==> src/rtl/decn_pkg.sv <==
// Shared types for the registered one-hot decoder (decn_reg) and its decode block.
package decn_pkg;

    typedef enum logic [1:0] {
        DECN_LEVEL = 2'd0,
        DECN_PULSE = 2'd1,
        DECN_ACCUM = 2'd2,
        DECN_RSVD  = 2'd3
    } decn_mode_e;

    typedef enum logic {
        DECN_IDLE,
        DECN_FULL
    } decn_state_e;

    localparam int HITCNT_W = 16;

endpackage

==> src/rtl/decn_onehot.sv <==
// Combinational binary-to-one-hot decode with out-of-range flag; codes >= OUT_W never set a bit.
module decn_onehot #(
    parameter int IN_W  = 3,
    parameter int OUT_W = 8
) (
    input  logic [IN_W-1:0]  code,
    input  logic             en,
    output logic [OUT_W-1:0] dec,
    output logic             err
);

    localparam logic [IN_W:0] LIMIT = (IN_W+1)'(OUT_W);

    always_comb begin
        err = ({1'b0, code} >= LIMIT);
        dec = '0;
        for (int unsigned i = 0; i < OUT_W; i++) begin
            if (en && (code == IN_W'(i))) begin
                dec[i] = 1'b1;
            end
        end
    end

endmodule

==> src/rtl/decn_reg.sv <==
// Registered, flow-controlled N-to-M one-hot decoder with LEVEL/PULSE/ACCUM output modes.
// Optional saturating in-range hit counter port hit_cnt when DECN_REG_HITCNT_EN is defined.
module decn_reg
    import decn_pkg::*;
#(
    parameter int IN_W  = 3,
    parameter int OUT_W = 8
) (
    input  logic             clk,
    input  logic             rst,
    input  logic [1:0]       mode,
    input  logic             en,
    input  logic             clr,
    input  logic             in_valid,
    output logic             in_ready,
    input  logic [IN_W-1:0]  in_code,
    output logic             out_valid,
    input  logic             out_ready,
    output logic [OUT_W-1:0] out_onehot,
    output logic             out_err
`ifdef DECN_REG_HITCNT_EN
   ,output logic [HITCNT_W-1:0] hit_cnt
`endif
);

    if (OUT_W < 1 || OUT_W > (1 << IN_W)) begin : g_param_check
        $error("decn_reg: OUT_W=%0d is illegal for IN_W=%0d", OUT_W, IN_W);
    end

    decn_state_e      state_q, state_d;
    decn_mode_e       mode_in, mode_q;
    logic [OUT_W-1:0] mask_q;
    logic [OUT_W-1:0] dec;
    logic             dec_err;
    logic             in_hs, out_hs;

    decn_onehot #(
        .IN_W  (IN_W),
        .OUT_W (OUT_W)
    ) u_onehot (
        .code (in_code),
        .en   (en),
        .dec  (dec),
        .err  (dec_err)
    );

    assign mode_in  = decn_mode_e'(mode);
    assign in_ready = !rst && (!out_valid || out_ready);
    assign in_hs    = in_valid && in_ready;
    assign out_hs   = out_valid && out_ready;

    always_ff @(posedge clk) begin
        if (rst) begin
            state_q <= DECN_IDLE;
        end else begin
            state_q <= state_d;
        end
    end

    always_comb begin
        state_d = state_q;
        if (clr) begin
            state_d = DECN_IDLE;
        end else begin
            unique case (state_q)
                DECN_IDLE: if (in_hs) state_d = DECN_FULL;
                DECN_FULL: if (!in_hs && out_ready) state_d = DECN_IDLE;
                default:   state_d = DECN_IDLE;
            endcase
        end
    end

    always_comb begin
        out_valid = (state_q == DECN_FULL);
    end

    // mode_q remembers how the held entry was loaded so a later mode change never re-decodes it.
    always_ff @(posedge clk) begin
        if (rst || clr) begin
            out_onehot <= '0;
            out_err    <= 1'b0;
            mask_q     <= '0;
            mode_q     <= DECN_LEVEL;
        end else if (in_hs) begin
            out_err <= dec_err;
            mode_q  <= mode_in;
            if (mode_in == DECN_ACCUM) begin
                out_onehot <= mask_q | dec;
                mask_q     <= mask_q | dec;
            end else begin
                out_onehot <= dec;
            end
        end else if (out_hs && mode_q == DECN_PULSE) begin
            out_onehot <= '0;
        end
    end

`ifdef DECN_REG_HITCNT_EN
    always_ff @(posedge clk) begin
        if (rst || clr) begin
            hit_cnt <= '0;
        end else if (in_hs && !dec_err && (hit_cnt != '1)) begin
            hit_cnt <= hit_cnt + HITCNT_W'(1);
        end
    end
`else
    // Hit counting is compiled out: no counter state in this build.
`endif

endmodule

==> config.mk <==
export PLATFORM = sky130hd
export DESIGN_NAME = decn_reg
export DESIGN_NICKNAME = d
export VERILOG_FILES = /design/src/rtl/decn_pkg.sv /design/src/rtl/decn_onehot.sv /design/src/rtl/decn_reg.sv
export SDC_FILE = /design/constraint.sdc
export NUM_CORES = 1
export LEC_CHECK = 0
export ABC_AREA = 1
export BUFFER_PORTS_ARGS = -buffer_cell sky130_fd_sc_hd__buf_4
export CORE_MARGIN = 4
export CORE_UTILIZATION = 54
export DETAILED_ROUTE_END_ITERATION = 6
export MAX_ROUTING_LAYER = met4
export PLACE_DENSITY = 0.8
export SLEW_MARGIN = 40
export SYNTH_ARGS = -nofsm -noshare
export SYNTH_HDL_FRONTEND = slang
export SYNTH_SLANG_ARGS = --single-unit
==> constraint.sdc <==
create_clock -name clk -period 1.9 [get_ports clk]
set_clock_uncertainty 0.2 [all_clocks]
set_input_delay 0.19 -clock clk [delete_from_list [all_inputs] [get_ports clk]]
set_output_delay 0.19 -clock clk [all_outputs]
set_load 0.01 [all_outputs]
==> results.md, run 1 <==
- The critical setup path kind is flop to primary output.
- Wires add up to 1.938 mm.
- The smallest clock period supported by the final layout is computed as 1.433 ns.
- The residual antenna-violating net count after detailed routing is 0.
- The XOR/XNOR share of the synthesized area is 0%.
- Dividing the detail-routed via count by the number of cells gives 4.732.
- The fmax is 0.6979 GHz.
- The most used standard cell by instance count after synthesis is sky130_fd_sc_hd__nand2_1.
- Data arrives at the worst endpoint at 1.04 ns.
- The fraction of final layout cells with drive strength greater than 1 is 24.53%.
- The clock net in this run drives a total of 19 sinks.
- In this run the core area contains 14 standard-cell rows.
- The total overflow left after global routing is 0.
- The area share of the largest cell type after synthesis is 39.90%.
- Combinational logic burns 12.2% of the power.
- In this run, CTS created clock tree buffers numbering 3.
- The kind of end point of the critical path is a primary output.
- The worst-path cell with the longest stage delay is sky130_fd_sc_hd__dfxtp_1.
- After synthesis, the cell types taking the most area are sky130_fd_sc_hd__dfxtp_1 (40%), sky130_fd_sc_hd__nand2_1 (17%), sky130_fd_sc_hd__inv_1 (10%).
- Once detailed placement completed, the half-perimeter wirelength came to 1.380 mm.
- Summed over all nets, the switching power comes to 175.6 µW.
- In this run the worst path has a maximum fanout of 4.
- Setup repair after global routing left no endpoint under its margin.
- Dividing total power by cell area gives a power density of 602.8 mW/mm².
- The area growth from synthesis to layout is 20.47%.
- TritonCTS built the clock tree.
- Once layout is done, the placed cells without fillers occupy 0.001149 mm².
- The max-slew violation total from the final report came to 0.
- The number of warnings printed during yosys synthesis is 0.
- The number of hold-slack violations in the final timing report was 0.
- The first global-routing pass estimated 3.429 mm of wire.
- The starting density of the core is 59.81%.
- Dividing the detail-routed wire length by the instance count gives 10.59 µm.
- The area of the die is 0.002502 mm².
- After detailed placement, the total cell area comes to 0.001092 mm².
- Dividing the final minimum period by the clock period gives 75.41%.
- After Yosys synthesis, full adders, half adders and majority gates account for 0% of the synthesized area.
- The number of enable flip-flop cells after synthesis is 0.
- The most used flip-flop cell after synthesis is sky130_fd_sc_hd__dfxtp_1.
- The area of the mapped netlist is 953.4 µm².
- The top cell type by total area after synthesis is sky130_fd_sc_hd__dfxtp_1.
- After synthesis, flip-flops and latches occupy 39.90% of the total area.
- The synthesized netlist devotes 14.04% of its cell area to compound gates.
- The final-stage net count is 171.
- The largest buffer count on any clock path is 2.
- For this design the static power due to leakage is 0.0005386 µW.
- The number of antenna violations at the first check in global routing is 0.
- The synthesized netlist cell count is 136.
- Counting instances in the post-synthesis netlist gives the leading cell types as sky130_fd_sc_hd__nand2_1 (44), sky130_fd_sc_hd__inv_1 (26), sky130_fd_sc_hd__dfxtp_1 (19).
- The clock network power share is 29.6%.
- Counting every net in the synthesized netlist gives 147.
- The fraction of power consumed by sequential logic is 58.2%.
- The top-level port count is 22.
- The count of buffers added on input and output ports is 20.
- Net switching is 25.36% of the power.
- The total setup violations reported at the end of the flow is 0.
- For the worst-skew pair, the clock arrives at the later sink with an insertion delay of 0.30 ns.
- Of all flip-flops after synthesis, the portion carrying an async set or reset was 0%.
- Entering global routing, the biggest net connects 20 pins.
- The die is 50.02 µm wide.
- Of the post-synthesis cell area, the part taken by muxes is 0%.
- The die is 50.02 µm tall.
- The first-pass iteration count of the detailed router is 4.
- The area of the core region is 0.001594 mm².
- The via count is 866.
- The critical path data required time is 1.51 ns.
- The cell-internal power is 516.8 µW.
- Synthesis instantiated 18 different standard cells from the library.
- The area share of and/or/nand/nor cells after synthesis is 30.71%.
- The min-delay analysis places its worst path in the category input port to flop.
- The initial DRC count is 31.
- In this run the post-CTS setup repair buffer count came out at 0.
- The flow ran to the end, and the final reports show no timing, DRC or antenna violations.
- Across the run, the number of max-cap violations was 0.
- The number of antenna diodes in the final layout is 0.
- In this design, the stage delay of the slowest critical-path cell is 0.42 ns.
- The clock root buffer is sky130_fd_sc_hd__clkbuf_4.
- The family with the most delay on the worst path is flip-flops.
- The sum of buffers and inverters on the critical path is 2.
- After synthesis the netlist holds a flip-flop and latch count of 19.
- After routing, the total negative slack on setup checks comes to 0 ns.
- IR analysis of the VDD net gives a maximum drop of 0.0004109 V.
- By area, the combinational part of the netlist is dominated by simple AND/OR/NAND/NOR gates.
- The nature of the critical path startpoint is a flop.
- The final weighted congestion in routability-driven placement is 0.7718.
- The DRC violations left is 0.
- The critical path goes through nand2_2 -> nand2_1 -> inv_1 -> buf_4.
- Averaged over all synthesized cells, the footprint is 7.010 µm².
- The number of H-tree branching levels is 1.
- The post-CTS clock slew at the launch and capture registers of the worst setup and hold paths is 0.11 ns.
- Across every metal layer, demand over resource in global routing totals 18.15%.
- The via count of the first global-routing pass came to 802.
## cells by family after synthesis
group           after synthesis
simple gates                 65
buf+inv                      31
compound gates               20
flops                        19
other cells                   1
## power by group through the flow
stage	logic [µW]	clock network [µW]	registers, µW
after floorplan	52.7	0	413
after global placement	76.7	0	412
after detailed placement	78.6	0	412
after CTS	83.8	208	403
after global routing	94.1	224	404
final	84.2	205	403
## final timing paths
check                    startpoint                          to  slack (ns)  depth (start not counted)
max            out_valid$_SDFF_PP0_                    in_ready        0.47                          4
min                       out_ready        out_valid$_SDFF_PP0_        0.06                          4
max reg2reg    out_valid$_SDFF_PP0_  out_onehot[7]$_SDFFE_PP0P_        0.55                          3
min reg2reg  mask_q[5]$_SDFFE_PP0P_      mask_q[5]$_SDFFE_PP0P_        0.26                          2
## tightest hold or removal path, delay by kind of cell
| family | cells | cell delay, ns |
|---|---|---|
| buf+inv | 2 | 0.18 |
| simple gates | 1 | 0.07 |
| compound gates | 1 | 0.08 |
## final cells by class
cell class                      count  area [µm²]
Inverter                           27       101.3
Clock buffer                        4       26.28
Timing Repair Buffer               23       180.2
Sequential cell                    19       380.4
Fill cell                         144       445.4
Tap cell                           24       30.03
Multi-Input combinational cell     86       430.4
## registers in the layout, indices dropped and copies added, names as in the netlist
name and flops:
out_valid 1, mask_q 8, mode_q 2, out_onehot 8
## through the flow
stage               utilization, %  hold WS [ns]  cells  total power (µW)  worst slack (ns)
floorplan                        -        0.1077    136             465.3            0.6981
global placement             68.52        0.2270    176             488.6            0.5665
detailed placement           68.52        0.2397    176             490.7            0.5288
CTS                          72.06       0.04498    183             694.6            0.4717
global route                 72.06       0.05645    183             722.2            0.3871
finish                       72.06       0.05844    183             692.4            0.4671
## layout by cell type (no fill, tap or decap), drive strengths merged
cell type,Yosys,routed
dfxtp,19,19
nor2,9,9
inv,27,27
nand2,45,45
o21ai,1,1
dlygate4sd3,0,3
nand3,9,9
clkbuf,0,4
buf,4,20
or2,1,1
a21oi,19,19
conb,1,1
nand4,1,1
## metal layers
| layer | part of all wire (%) | up-vias | wire length, µm | GRT usage, % |
|---|---|---|---|---|
| met3 | 5.2 | 2 | 100 | 2.711 |
| met4 | 0.67 | 0 | 13 | 8.295 |
| li1 | - | 453 | - | - |
| met1 | 45 | 386 | 876 | 22.57 |
| met5 | 0 | - | 0 | - |
| met2 | 49 | 25 | 948 | 28.70 |
## timing repair
item / in CTS / in global routing
gates resized for setup: 0 / 0
hold endpoints to repair: 3 / 0
hold buffers: 3 / 0
Note: power is estimated with default switching activity, not from simulation.
==> run 2: changes to the inputs <==
--- a/config.mk
+++ b/config.mk
@@ -8,10 +8,10 @@
 export ABC_AREA = 1
 export BUFFER_PORTS_ARGS = -buffer_cell sky130_fd_sc_hd__buf_4
 export CORE_MARGIN = 4
-export CORE_UTILIZATION = 54
+export CORE_UTILIZATION = 46
 export DETAILED_ROUTE_END_ITERATION = 6
 export MAX_ROUTING_LAYER = met4
-export PLACE_DENSITY = 0.8
+export PLACE_DENSITY = 0.73
 export SLEW_MARGIN = 40
 export SYNTH_ARGS = -nofsm -noshare
 export SYNTH_HDL_FRONTEND = slang
==> constraint.sdc (replaced) <==
create_clock -name clk -period 1.2 [get_ports clk]
set_clock_uncertainty 0.2 [all_clocks]
set_input_delay 0.12 -clock clk [delete_from_list [all_inputs] [get_ports clk]]
set_output_delay 0.12 -clock clk [all_outputs]
set_load 0.01 [all_outputs]
==> results.md, run 2 (synthesis gave the netlist of run 1 again) <==
- The area of the die is 0.002865 mm² (+15%).
- For this design, the slowest cell found on the critical path is sky130_fd_sc_hd__dfxtp_2.
- The area growth from synthesis to layout is 33.20%.
- The number of antenna violations at the first check in global routing is 0 (unchanged).
- The total of max-cap violations came to 0 (unchanged).
- The final weighted congestion in routability-driven placement is 0.8827 (+14%).
- The final antenna diode count is 0 (unchanged).
- The clock root buffer is sky130_fd_sc_hd__clkbuf_4.
- The residual antenna-violating net count after detailed routing came to 0 (unchanged).
- The maximum number of pins on one net before global-route repair is 20 (unchanged).
- The number of vias per cell came to 4.649 (-1.7%).
- Setup repair after global routing could not meet its margin everywhere.
- Leaving out fill and tap cells, the most frequent cell in the layout is sky130_fd_sc_hd__nand2_1.
- The post-CTS clock slew at the launch and capture registers of the worst setup and hold paths is 0.10 ns (about the same).
- The switching part of the total power is 24.83% (-0.53 points).
- The number of hold-slack violations in the final timing report is 0 (unchanged).
- The number of port buffers was 20 (unchanged).
- The via count is 902 (+4.2%).
- Traced cell by cell, the critical path runs through nand2_2 -> nand3_4 -> buf_4 -> buf_4 -> nand3_1 -> a21oi_2.
- The number of clock buffers inserted by TritonCTS is 3 (unchanged).
- STA classifies the critical path startpoint as a flop.
- The detailed-route wire length is 2.028 mm (+4.6%).
- The clock latency reported for the late side of the worst-skew pair is 0.29 ns (about the same).
- The largest buffer count on any clock path is 2 (unchanged).
- The fmax is 0.7798 GHz.
- The top-level port count is 22 (unchanged).
- The combinational group share of total power is 14.5% (+2.3 points).
- The starting density of the core is 48.60% (-11 points).
- The DRC violations left was 0 (unchanged).
- The first-pass GRT wire length is 3.263 mm (-4.8%).
- The critical path in this run is classified as flop to flop.
- The fraction of the cycle the final worst path needs is 106.9%.
- The global-route total usage across every layer was 15.74% (-2.4 points).
- The die height was 53.53 µm (+7.0%).
- The checks that failed: negative setup slack.
- The path class of the tightest hold or removal check is input port to flop.
- The minimum setup slack after placement was -0.06994 ns (-0.5987 ns).
- The via count of the first global-routing pass came to 803 (+0.12%).
- The clock sink total was 19 (unchanged).
- The placed instance area came to 0.001139 mm² (+4.2%).
- The kind of end point of the critical path is a flop.
- The post-layout total power was 1114 µW (+61%).
- The cell area power density is 877.6 mW/mm² (+46%).
- The area of the core region is 0.001962 mm² (+23%).
- The number of H-tree branching levels is 1 (unchanged).
- The critical path data required time was 1.19 ns (-0.32 ns).
- The top cell types in the final layout, fill and taps aside, are sky130_fd_sc_hd__nand2_1 (39), sky130_fd_sc_hd__inv_1 (26), sky130_fd_sc_hd__buf_4 (24), sky130_fd_sc_hd__dfxtp_1 (18), sky130_fd_sc_hd__a21oi_2 (14).
- The flow ran to the end, but the final reports show violations.
- The placed instance count was 183 (+4.0%).
- The power dissipated by switching net loads is 276.7 µW (+58%).
- The most numerous cell type found on the critical path is sky130_fd_sc_hd__buf_4.
- The first-pass iteration count of the detailed router is 4 (unchanged).
- The fraction of final layout cells with drive strength greater than 1 came to 33.53% (+9.0 points).
- The initial DRC count is 6 (-81%).
- The maximum fanout along the worst path is 5 (+1).
- The peak supply drop is 0.0006011 V (+46%).
- The number of filler instances in the final layout is 200 (+39%).
- The clock network power share came to 28.3% (-1.3 points).
- The setup slack of the critical path after layout came to -0.08237 ns (-0.5495 ns).
- The wire length per cell is 10.45 µm (-1.3%).
- The final worst hold slack is 0.01349 ns (-0.04495 ns).
- The final-stage net count is 179 (+4.7%).
- The data arrival time of the critical path is 1.27 ns (+0.23 ns).
- The delay of the slowest critical-path stage is 0.35 ns (-0.07 ns).
- The leakage power total came to 0.0005858 µW (+8.8%).
- The fraction of power consumed by sequential logic is 57.3% (-0.9 points).
- The total setup violations reported at the end of the flow is 13 (+13).
- The total grt overflow came to 0 (unchanged).
- The site row count is 16 (+2).
- The non-filler instance count after layout was 194 (+6.0%).
- The half-perimeter wire length after placement was 1.419 mm (+2.8%).
- The die extent in x is 53.53 µm (+7.0%).
- The area of all placed cells without fillers came to 0.001270 mm² (+11%).
- The largest registers in the layout are mask_q: 8 flops, out_onehot: 8 flops, mode_q: 2 flops.
- The minimum clock period is 1.282 ns.
- The cell-internal power is 837.8 µW (+62%).
- The max-slew violation total from the final report is 0 (unchanged).
- TritonCTS built the clock tree.
-- run 2: final timing paths --
path	start	end	slack [ns]	depth (start not counted)
setup / recovery	out_valid$_SDFF_PP0_	out_onehot[7]$_SDFFE_PP0P_	-0.08	6
hold / removal	en	mask_q[7]$_SDFFE_PP0P_	0.01	5
setup reg to reg	out_valid$_SDFF_PP0_	out_onehot[7]$_SDFFE_PP0P_	-0.08	6
hold reg to reg	mask_q[3]$_SDFFE_PP0P_	mask_q[3]$_SDFFE_PP0P_	0.25	2
-- run 2: what timing repair did --
item / in CTS / in global routing
resized for setup: 3 / 11
setup endpoints to repair: 14 / 20
hold endpoints to repair: 3 / 0
buffers inserted: 2 / 1
pin swaps: 1 / 2
hold buffers: 4 / 0
-- run 2: power by group through the flow --
stage	clock network, µW	logic [µW]	registers, µW
detailed placement	0	141	652
CTS	324	154	638
floorplan	0	83.5	653
global placement	0	138	652
global route	358	176	639
finish	315	162	638
-- run 2: final cells by class --
cell class              count  area (µm²)  area share [%]
inverters                  27       103.9           8.177
repair buffers             31       262.8           20.69
well taps                  27       33.78           2.660
flip-flops and latches     19       381.6           30.05
clock buffers               4       26.28           2.069
multi-input cells          86       461.7           36.35
-- run 2: per-stage QoR --
step	util (%)	setup TNS [ns]
floorplan	-	0
global placement	58.04	0
detailed placement	58.04	-0.3894
CTS	62.63	-0.07245
global route	64.73	-1.434
finish	64.73	-0.5102
-- run 2: worst max-delay path: cells and delay by family (launching register included) --
kind                   cells  cell delay, ns
DFF                        1            0.35
and+or+nand+nor            3            0.28
buffers and inverters      2            0.30
AOI/OAI and AO/OA          1            0.06
-- run 2: layer usage --
metal  vias up  part of all wire (%)  global-route usage (%)
li1        472                     -                       -
met1       412                    46                   17.61
met2        16                    50                   27.76
met3         2                   3.9                   3.380
met4         0                  0.44                   4.681
met5         -                     0                       -
==> run 3: changes to the inputs <==
--- a/config.mk
+++ b/config.mk
@@ -8,10 +8,11 @@
 export ABC_AREA = 1
 export BUFFER_PORTS_ARGS = -buffer_cell sky130_fd_sc_hd__buf_4
 export CORE_MARGIN = 4
-export CORE_UTILIZATION = 46
+export CORE_UTILIZATION = 49
+export CTS_BUF_LIST = sky130_fd_sc_hd__clkbuf_8
 export DETAILED_ROUTE_END_ITERATION = 6
 export MAX_ROUTING_LAYER = met4
-export PLACE_DENSITY = 0.73
+export PLACE_DENSITY = 0.77
 export SLEW_MARGIN = 40
 export SYNTH_ARGS = -nofsm -noshare
 export SYNTH_HDL_FRONTEND = slang
==> results.md, run 3 (synthesis gave the netlist of run 1 again) <==
- The flow ran to the end, but the final reports show violations.
- The final reports fail on negative setup slack.
- The total stage count of the critical path is 5 (-1).
- The data arrival time of the critical path is 1.22 ns (-0.05 ns).
- TritonCTS built the clock tree.
- The number of H-tree branching levels came to 1 (unchanged).
- The startpoint identified for the worst register-to-register timing path is out_valid$_SDFF_PP0_.
- The clock latency reported for the late side of the worst-skew pair is 0.25 ns (-0.04 ns).
- The peak supply drop is 0.0008067 V (+34%).
- The total grt overflow is 0 (unchanged).
- The wire length per cell was 11.03 µm (+5.5%).
- The critical path in this run is classified as flop to flop.
- The most critical setup path has its startpoint at out_valid$_SDFF_PP0_.
- Setup repair after global routing could not meet its margin everywhere.
- The number of antenna violations at the first check in global routing is 0 (unchanged).
- The maximum fanout along the worst path came to 8 (+3).
- The delay of the slowest critical-path stage is 0.34 ns (about the same).
- The slowest stage of the critical path belongs to the cell sky130_fd_sc_hd__dfxtp_2.
- The starting density of the core was 53.47% (+4.9 points).
- The minimum clock period was 1.229 ns (-0.05297 ns).
- The worst setup slack for register-to-register paths was -0.03 ns (+0.05 ns).
- The site row count is 15 (-1).
- The via count of the first global-routing pass was 824 (+2.6%).
- The largest buffer count on any clock path came to 2 (unchanged).
- The number of vias per cell is 4.725 (+1.6%).
- The critical path data required time is 1.19 ns (about the same).
- The total setup violations reported at the end of the flow is 8 (-5).
- Traced cell by cell, the critical path runs through nand2_4 -> nand3_4 -> nor2_4 -> nand2_1 -> a21oi_1.
- The max-slew violation total from the final report was 0 (unchanged).
- STA classifies the critical path startpoint as a flop.
- The clock root buffer is sky130_fd_sc_hd__clkbuf_8.
- The half-perimeter wire length after placement was 1.505 mm (+6.0%).
- The cell area power density was 992.3 mW/mm² (+13%).
- The worst setup path endpoint is mask_q[1]$_SDFFE_PP0P_.
- The area of the core region came to 0.001783 mm² (-9.1%).
- The final worst hold slack was 0.06190 ns (+0.04841 ns).
- The number of port buffers was 20 (unchanged).
- The top-level port count came to 22 (unchanged).
- The post-layout total power was 1235 µW (+11%).
- The global-route total usage across every layer is 17.56% (+1.8 points).
- The final-stage net count is 176 (-1.7%).
- The kind of end point of the critical path is a flop.
- The most frequent standard cell in the layout excluding fill and tap cells is sky130_fd_sc_hd__nand2_1.
- The maximum number of pins on one net before global-route repair is 20 (unchanged).
- The min-delay analysis places its worst path in the category input port to flop.
- The die height is 52.11 µm (-2.6%).
- The area of the die is 0.002715 mm² (-5.2%).
- The via count is 893 (-1.0%).
- In the layout the commonest cells are sky130_fd_sc_hd__nand2_1 (44), sky130_fd_sc_hd__inv_1 (26), sky130_fd_sc_hd__buf_4 (22), sky130_fd_sc_hd__dfxtp_1 (18), sky130_fd_sc_hd__a21oi_2 (12).
- The number of hold-slack violations in the final timing report is 0 (unchanged).
- The total of max-cap violations is 0 (unchanged).
- The first-pass GRT wire length is 3.470 mm (+6.3%).
- The first-pass iteration count of the detailed router is 4 (unchanged).
- The residual antenna-violating net count after detailed routing is 0 (unchanged).
- The leakage power total came to 0.0005868 µW (+0.17%).
- The detailed-route wire length came to 2.084 mm (+2.8%).
- The fraction of the cycle the final worst path needs is 102.5% (-4.4 points).
- The DRC violations left came to 0 (unchanged).
- The final weighted congestion in routability-driven placement is 0.9121 (+3.3%).
- The endpoint of the worst-slack reg-to-reg timing path is mask_q[1]$_SDFFE_PP0P_.
- The die extent in x was 52.11 µm (-2.6%).
- Broken down by cell family, the worst path's largest delay share belongs to simple AND/OR/NAND/NOR gates.
- The fraction of final layout cells with drive strength greater than 1 is 29.27% (-4.3 points).
- The fmax is 0.8134 GHz (+4.3%).
- Relative to the synthesized area, the layout overhead comes to 30.58%.
- The final antenna diode count came to 0 (unchanged).
- The post-CTS clock slew at the launch and capture registers of the worst setup and hold paths is 0.07 ns (-0.03 ns).
- The clock sink total is 19 (unchanged).
- The number of clock buffers inserted by TritonCTS is 3 (unchanged).
- The largest registers in the layout are mask_q: 8 flops, out_onehot: 8 flops, mode_q: 2 flops.
- The setup slack of the critical path after layout is -0.02940 ns (+0.05297 ns).
- The sum of buffers and inverters on the critical path is 0 (-2).
- The number of cells traversed by the worst register-to-register path is 5 (-1).
- The initial DRC count is 28 (+22).
[run 3: cell count changes in the layout (fill, tap and decap cells not counted), sizes merged]
| cell | before | now |
|---|---|---|
| clkinv | 0 | 1 |
| dlygate4sd3 | 4 | 3 |
| buf | 27 | 25 |
| clkbuf | 4 | 3 |
[run 3: worst min-delay path by stage]
stage	start	end	slack (ns)	cells past startpoint
global route	out_ready	out_valid$_SDFF_PP0_	0.08	4
floorplan	in_valid	out_valid$_SDFF_PP0_	0.04	2
detailed placement	in_valid	out_valid$_SDFF_PP0_	0.17	3
CTS	out_ready	out_valid$_SDFF_PP0_	0.02	4
finish	out_ready	out_valid$_SDFF_PP0_	0.06	4
global placement	in_valid	out_valid$_SDFF_PP0_	0.16	3
[run 3: layout make-up]
cell class / instances / area, µm²
fillers: 147 / 538.0
multi-input cells: 86 / 446.7
flip-flops and latches: 19 / 381.6
repair buffers: 28 / 237.7
inverters: 27 / 101.3
clock buffers: 3 / 41.29
well taps: 25 / 31.28
clock inverters: 1 / 5.005
[run 3: per-stage QoR]
stage	instance area (µm²)	util, %	TNS, ns	worst slack [ns]	std cells
after global routing	1245	69.82	-0.9297	-0.1053	189
after global placement	1136	63.72	0	0.01814	181
after CTS	1225	68.70	-0.03209	-0.01442	189
final	1245	69.82	-0.06903	-0.02940	189
after detailed placement	1136	63.72	-0.1499	-0.03175	181
after floorplan	953.4	-	0	0.005520	136
[run 3: worst min-delay path, cell delays in order]
cell                      delay [ns]
sky130_fd_sc_hd__buf_4          0.09
sky130_fd_sc_hd__inv_1          0.06
sky130_fd_sc_hd__a21oi_1        0.16
sky130_fd_sc_hd__nor2_2         0.05
[run 3: power breakdown]
group	leakage (µW)	internal (µW)	switching, µW
registers	0.000154	635	3.48
logic	0.000408	68.8	85.7
clock network	0.0000255	230	212
[run 3: timing repair]
| action | CTS | global route |
|---|---|---|
| setup endpoints to repair | 17 | 19 |
| buffers inserted | 1 | 0 |
| resized for setup | 2 | 5 |
| pin swaps | 2 | 7 |
| hold buffers | 3 | 0 |
| hold endpoints to repair | 3 | 0 |
[run 3: layer usage]
| layer | global-route usage, % | part of all wire [%] | vias up |
|---|---|---|---|
| li1 | - | - | 463 |
| met1 | 21.34 | 46 | 402 |
| met2 | 28.03 | 47 | 24 |
| met3 | 3.725 | 4.9 | 4 |
| met4 | 7.424 | 1.4 | 0 |
| met5 | - | 0 | - |
